## src/rtl/usb_rx_pkg.sv

```systemverilog
// Shared types and default timing constants for the USB receive path.
package usb_rx_pkg;

    typedef enum logic {
        TMR_IDLE = 1'b0,
        TMR_RUN  = 1'b1
    } timer_state_t;

    localparam int USB_CLKS_PER_BIT  = 8;
    localparam int USB_SAMPLE_PT     = 3;
    localparam int USB_BITS_PER_BYTE = 8;

endpackage

```

## src/rtl/flex_counter.sv

```systemverilog
// Clearable up-counter that wraps to 0 after rollover_val and flags the wrap
// with a registered one-cycle pulse.
module flex_counter #(
    parameter int WIDTH = 4
) (
    input  logic             clk,
    input  logic             rst,
    input  logic             clear,
    input  logic             count_enable,
    input  logic [WIDTH-1:0] rollover_val,
    output logic             rollover_flag
);

    logic [WIDTH-1:0] count_q, count_d;
    logic             flag_q, flag_d;

    // clear has priority, so a wrap on an abort cycle is never flagged
    always_comb begin
        count_d = count_q;
        flag_d  = 1'b0;
        if (clear) begin
            count_d = '0;
        end else if (count_enable) begin
            if (count_q == rollover_val) begin
                count_d = '0;
                flag_d  = 1'b1;
            end else begin
                count_d = count_q + 1'b1;
            end
        end
    end

    always_ff @(posedge clk) begin
        if (rst) begin
            count_q <= '0;
            flag_q  <= 1'b0;
        end else begin
            count_q <= count_d;
            flag_q  <= flag_d;
        end
    end

    assign rollover_flag = flag_q;

endmodule

```

## src/rtl/usb_rx_timer.sv

```systemverilog
// Bit-timing stage of the USB receiver: re-phases a per-bit clock counter on
// every D+ edge, strobes mid-bit samples and pulses once per completed byte.
module usb_rx_timer
    import usb_rx_pkg::*;
#(
    parameter int CLKS_PER_BIT  = USB_CLKS_PER_BIT,
    parameter int SAMPLE_PT     = USB_SAMPLE_PT,
    parameter int BITS_PER_BYTE = USB_BITS_PER_BYTE
) (
    input  logic clk,
    input  logic rst,
    input  logic enable_timer,
    input  logic d_edge,
    input  logic stuff_bit,
    output logic shift_enable,
    output logic byte_received,
    output logic timer_active
);

    localparam int CW = $clog2(CLKS_PER_BIT);
    localparam int BW = $clog2(BITS_PER_BYTE + 1);

    localparam logic [CW-1:0] CLK_LAST   = CW'(CLKS_PER_BIT - 1);
    localparam logic [CW-1:0] CLK_SAMPLE = CW'(SAMPLE_PT);
    localparam logic [CW-1:0] CLK_RELOAD = CW'(1);
    localparam logic [BW-1:0] BIT_LAST   = BW'(BITS_PER_BYTE - 1);

    timer_state_t  state_q, state_d;
    logic [CW-1:0] clk_cnt_q, clk_cnt_d;
    logic          sample;
    logic          clear_bits;

    always_comb begin
        state_d   = state_q;
        clk_cnt_d = clk_cnt_q;
        case (state_q)
            TMR_IDLE: begin
                clk_cnt_d = '0;
                if (enable_timer) begin
                    state_d = TMR_RUN;
                end
            end
            TMR_RUN: begin
                // abort beats an edge; an edge beats the increment and the wrap
                if (!enable_timer) begin
                    state_d   = TMR_IDLE;
                    clk_cnt_d = '0;
                end else if (d_edge) begin
                    clk_cnt_d = CLK_RELOAD;
                end else if (clk_cnt_q == CLK_LAST) begin
                    clk_cnt_d = '0;
                end else begin
                    clk_cnt_d = clk_cnt_q + 1'b1;
                end
            end
            default: begin
                state_d   = TMR_IDLE;
                clk_cnt_d = '0;
            end
        endcase
    end

    always_ff @(posedge clk) begin
        if (rst) begin
            state_q   <= TMR_IDLE;
            clk_cnt_q <= '0;
        end else begin
            state_q   <= state_d;
            clk_cnt_q <= clk_cnt_d;
        end
    end

    assign sample       = (state_q == TMR_RUN) && (clk_cnt_q == CLK_SAMPLE);
    assign shift_enable = sample && !stuff_bit;
    assign timer_active = (state_q == TMR_RUN);
    assign clear_bits   = (state_q != TMR_RUN) || !enable_timer;

    flex_counter #(
        .WIDTH(BW)
    ) u_bit_cnt (
        .clk          (clk),
        .rst          (rst),
        .clear        (clear_bits),
        .count_enable (shift_enable),
        .rollover_val (BIT_LAST),
        .rollover_flag(byte_received)
    );

endmodule

```

## config.mk

```make
export PLATFORM = sky130hd
export DESIGN_NAME = usb_rx_timer
export DESIGN_NICKNAME = d
export VERILOG_FILES = /design/src/rtl/usb_rx_pkg.sv /design/src/rtl/flex_counter.sv /design/src/rtl/usb_rx_timer.sv
export SDC_FILE = /design/constraint.sdc
export NUM_CORES = 1
export LEC_CHECK = 0
export CAP_MARGIN = 20
export CORE_AREA = 2 2 39 41
export DETAILED_ROUTE_END_ITERATION = 16
export DIE_AREA = 0 0 41 43
export MAX_ROUTING_LAYER = met4
export SETUP_SLACK_MARGIN = 0.3
export SYNTH_ARGS = -nofsm -noshare
export SYNTH_HDL_FRONTEND = slang
export SYNTH_SLANG_ARGS = --single-unit
export TNS_END_PERCENT = 30
```

## constraint.sdc

```tcl
create_clock -name clk -period 1.22 [get_ports clk]
set_input_delay 0.244 -clock clk [delete_from_list [all_inputs] [get_ports clk]]
set_output_delay 0.244 -clock clk [all_outputs]
set_load 0.01 [all_outputs]
```

## Word-level counts from Yosys, hierarchy flattened

Cells that the tools add are included.

- Latch bits: 0
- Bits in read-only memories: 0
- Bits of input ports: 5
- Output and inout bits: 3
- Flip-flop bits (word level): 9
- Word-level logic and storage cells: 25
- Bits in writable memories: 0
- Memories kept: 0

- Multiplexer cells: 7
- Equal/unequal tests: 3
- Add/subtract/negate cells: 2
- Reductions and logical operators: 7
- $lt $le $gt $ge: 0
- Shift-type cells: 0
- Divide/modulo/power cells: 0
- Bitwise logic cells: 2
- Multipliers: 0

Operators by type and width:

| kind | count |
|---|---|
| 3-bit two-way mux | 3 |
| 3-bit case mux with 2 select lines | 1 |
| 4-bit by 1-bit adder with 4-bit output (second input constant) | 1 |
| 4-bit by 3-bit == test with 1-bit output (second input constant) | 1 |
| 4-bit two-way mux | 1 |
| 3-bit by 1-bit adder with 3-bit output (second input constant) | 1 |
| 3-bit by 2-bit == test with 1-bit output (second input constant) | 1 |
| 3-bit == test (second input constant) | 1 |
| 3-bit OR reduction | 1 |
| 1-bit logical AND | 2 |
| 1-bit logical NOT | 2 |
| 1-bit two-way mux | 2 |
| 1-bit inverter | 2 |
| 2-bit OR reduction | 1 |
| 1-bit logical OR | 1 |

## Depth between registers and ports, before layout

- Word-level depth: 5
- Mapped depth: 5
- Gate-level depth less buffers: 5

## Cells and area by module

From an unflattened synthesis, not the netlist that was laid out.

- Cell total of the unflattened synthesis: 49
- Area total of the unflattened synthesis: 490.5 µm²

Modules (own cells, without submodules):

| module | sequential area each (µm²) | times used | cells each | area each (µm²) |
|---|---|---|---|---|
| flex_counter | 100.1 | 1 | 30 | 304.0 |
| usb_rx_timer | 80.1 | 1 | 19 | 186.4 |

## Worst setup path after synthesis

OpenSTA, ideal clock, no wires.

- Kind: register to register
- Start point: register clk_cnt_q[0]
- End point: register u_bit_cnt.count_q[3]
- Setup slack: -116 ps
- Clock period less this slack: 1336 ps
- Arrival: 1264 ps
- Data required time: 1149 ps
- Buffers on the path: 0
- Cell stages (with the launch flop): 6
- Setup time: 71 ps
- Path through: dfxtp_1 > ha_1 > ha_1 > nand3b_4 > a2111o_1 > a21oi_1

- Word-level cells in the longest chain between the ends: 3

RTL lines:

| item | RTL line | source |
|---|---|---|
| from (decl) | usb_rx_timer.sv:29 | `logic [CW-1:0] clk_cnt_q, clk_cnt_d;` |
| from (signal assigned) | usb_rx_timer.sv:69 | `clk_cnt_q <= clk_cnt_d;` |
| 3-bit by 2-bit == test with 1-bit output | usb_rx_timer.sv:73 | `assign sample = (state_q == TMR_RUN) && (clk_cnt_q == CLK_SAMPLE);` |
| 1-bit logical AND | usb_rx_timer.sv:73 |  |
| 1-bit logical AND | usb_rx_timer.sv:74 | `assign shift_enable = sample && !stuff_bit;` |
| to (signal assigned) | flex_counter.sv:38 | `count_q <= count_d;` |
| to (decl) | flex_counter.sv:14 | `logic [WIDTH-1:0] count_q, count_d;` |

No other way between the ends.
A chain may end at the register's enable or synchronous reset.

## Worst setup path in the final report

- Start point: register clk_cnt_q[0]
- End point: output port shift_enable

- Word-level cells in the longest chain between the ends: 3

RTL lines:

| item | RTL line | source |
|---|---|---|
| 3-bit by 2-bit == test with 1-bit output | usb_rx_timer.sv:73 |  |
| 1-bit logical AND | usb_rx_timer.sv:73 |  |
| 1-bit logical AND | usb_rx_timer.sv:74 |  |
| to (decl) | usb_rx_timer.sv:15 | `output logic shift_enable,` |

No other way between the ends.

==> impl_metrics.tcl <==
set metrics [dict create \
    cts_buffer_depth 2 \
    cts_tree "yes" \
    swShare 0.2116 \
    postCtsHoldBufs 0 \
    fin_crit_ns 1.375 \
    max_stage_delay_ns 0.33 \
    drt_pass1_iterations 1 \
    cpMostUsedCell "ha_4" \
    violations "setup timing" \
    antenna_found_initial 0 \
    finalHoldViolations 0 \
    setup_slack_ns -0.1549 \
    vias 327 \
    drc_errors 0 \
    grt_max_degree 7 \
    finalCritPeriodShare 1.127 \
    hpwl_um 527 \
    fillerInstances 145 \
    critical_path_class "flop to output pin" \
    die_w_um 41 \
    seqPwrFrac 0.528 \
    htreeDepth 1 \
    status "finished with violations" \
    fp.dieArea_um2 1763 \
    pwr-share-clk 0.407 \
    ant_nets 0 \
    slew_headroom 0.8550 \
    cts_buffers 3 \
    syn_nets 46 \
    max_freq_mhz 727.3 \
    yosysSeqAreaShare 0.4630 \
    clk_latency_ns 0.26 \
    ir_drop_v 0.0003441 \
    pwr-share-comb 0.065 \
    nets 65 \
    avgSynthCellArea_um2 10.52 \
    drive_above_1_share 0.4545 \
    path_cells "ha_4 > ha_4 > nand3b_4 > inv_2 > buf_6" \
    synth-warning-count 0 \
    grt_usage 0.1102 \
    core_um2 1384 \
    clk_pin_slew_worst_paths_ns 0.06 \
    p_per_area_nw_per_um2 916.6 \
    setup_viol 3 \
    place_congestion 0.6549 \
    drv_slew 0 \
    fin_util 0.4476 \
    worst_slew_pin_slew_ns 0.2152 \
    ys_ff_latch 9 \
    clock_sinks 9 \
    critical_path_arrival_ns 1.13 \
    syn_area_um2 389.1 \
    grt_remaining_overflow 0 \
    power.leakage_uw 0.0002801 \
    post_drt_via_cell_ratio 4.606 \
    power.internal_uw 447.6 \
    syn_inst 37 \
    critPathRequiredTime_ns 0.98 \
    die_h_um 43 \
    cap_viol_max_count 0 \
    wire_per_inst_um 10.04 \
    row_count 14 \
    grt_pass1_wl_mm 1.248 \
    rsz0062_at_grt "true" \
    drtIter0Drc 0 \
    endpoint_kind "output pin" \
    crit_fanout 2 \
    first_global_vias 327 \
    ys_types 19 \
    start_kind "flop" \
    antenna_cells 0 \
    slowest_stage "dfxtp_2" \
    p_sw_uw 120.1 \
    drt_wl_total_um 713 \
    cts-root-buf "clkbuf_4" \
    report.power.total_uw 567.7 \
    io_pins 8 \
    initial_core_util 0.2812 \
    area_delta_synth_final_pct 59.16 \
    clock-skew-final_ns 0.0007446 \
    hold_path.class "flop to flop" \
    portBuffers 7 \
]
-- layer usage --
metal	GRT usage	part of all wire	wire [µm]
met5	-	0	0
met4	0.1000	0.041	29
met3	0.01571	0.056	40
met2	0.1531	0.44	316
met1	0.1290	0.46	327
-- through the flow --
stage	worst slack, ns	instances	hold slack, ns	TNS [ns]	instance area, µm²
floorplan	0.02512	37	0.3139	0	419.2
global placement	-0.3987	66	0.4745	-1.713	566.8
detailed placement	-0.4151	66	0.4804	-1.856	566.8
CTS	-0.1682	71	0.4893	-0.4296	615.6
global route	-0.1947	71	0.5522	-0.5308	619.3
finish	-0.1549	71	0.5129	-0.3797	619.3
-- cell type report --
cell class | instances | area (µm²) | share of cell area
well taps | 16 | 20.02 | 0.03232
flip-flops and latches | 9 | 186.4 | 0.3010
clock buffers | 4 | 26.28 | 0.04242
multi-input cells | 26 | 246.5 | 0.3980
inverters | 2 | 7.507 | 0.01212
repair buffers | 14 | 132.6 | 0.2141
-- logic make-up (layout without fill, tap and decap cells) --
| group | after synthesis | count (layout) | share of synthesized area |
|---|---|---|---|
| flops | 9 | 9 | 0.4630 |
| xor+xnor | 1 | 1 | 0.02251 |
| compound gates | 4 | 4 | 0.06751 |
| mux | 1 | 1 | 0.02572 |
| fa+ha+maj | 4 | 4 | 0.1286 |
| simple gates | 16 | 16 | 0.2734 |
| buf+inv | 2 | 20 | 0.01930 |
-- power groups by stage --
stage	clock network, µW	logic [µW]	registers [µW]
after global routing	256	40.7	300
after detailed placement	0	30.9	307
after CTS	239	37.1	300
after global placement	0	30.7	307
final	231	36.9	300
after floorplan	0	7.13	307
-- sequential cells by signal, summed over array words and instances (netlist names) --
| name | count |
|---|---|
| u_bit_cnt.rollover_flag | 1 |
| u_bit_cnt.count_q | 4 |
| clk_cnt_q | 3 |
| timer_active | 1 |
-- synth_stat cells --
cell / n / area share
nand3b_4: 1 / 0.051
a2111o_1: 1 / 0.029
nor2_1: 5 / 0.048
nand4b_1: 1 / 0.023
o21ai_0: 1 / 0.013
mux2i_1: 1 / 0.026
nor4_1: 1 / 0.016
a21oi_1: 2 / 0.026
and3b_1: 1 / 0.023
nand3_1: 1 / 0.013
inv_1: 2 / 0.019
ha_1: 4 / 0.13
nor3b_1: 1 / 0.019
dfxtp_1: 9 / 0.46
xor2_1: 1 / 0.023
nand2_1: 2 / 0.019
and2b_2: 1 / 0.023
or3_1: 1 / 0.016
nor4b_1: 1 / 0.023
-- critical path, delay by kind of cell (launching register included) --
family	cells	cell delay [ns]
buffers and inverters	2	0.15
DFF	1	0.33
adders and majority gates	2	0.32
and+or+nand+nor	1	0.07
-- placed cells by master (no fill, tap or decap), types with 2 or more instances in the layout --
master / n
buf_4: 6
buf_6: 2
clkbuf_4: 3
clkdlybuf4s50_1: 4
dfxtp_1: 6
dfxtp_2: 2
ha_4: 2
nor2_1: 5
-- repair_timing --
| item | CTS | global route |
|---|---|---|
| pin swaps | 5 | 2 |
| setup endpoints to repair | 11 | 11 |
| buffers inserted | 1 | 0 |
| gates resized for setup | 20 | 1 |
| cloned | 0 | 0 |
-- final timing paths --
kind / to / from / depth (start not counted) / slack, ns
setup reg to reg: u_bit_cnt.count_q[0] / clk_cnt_q[1] / 6 / -0.12
setup / recovery: shift_enable / clk_cnt_q[0] / 5 / -0.15
hold reg to reg: u_bit_cnt.count_q[3] / u_bit_cnt.count_q[3] / 2 / 0.51
hold / removal: u_bit_cnt.count_q[3] / u_bit_cnt.count_q[3] / 2 / 0.51
Power figures use the tool's default switching activity.
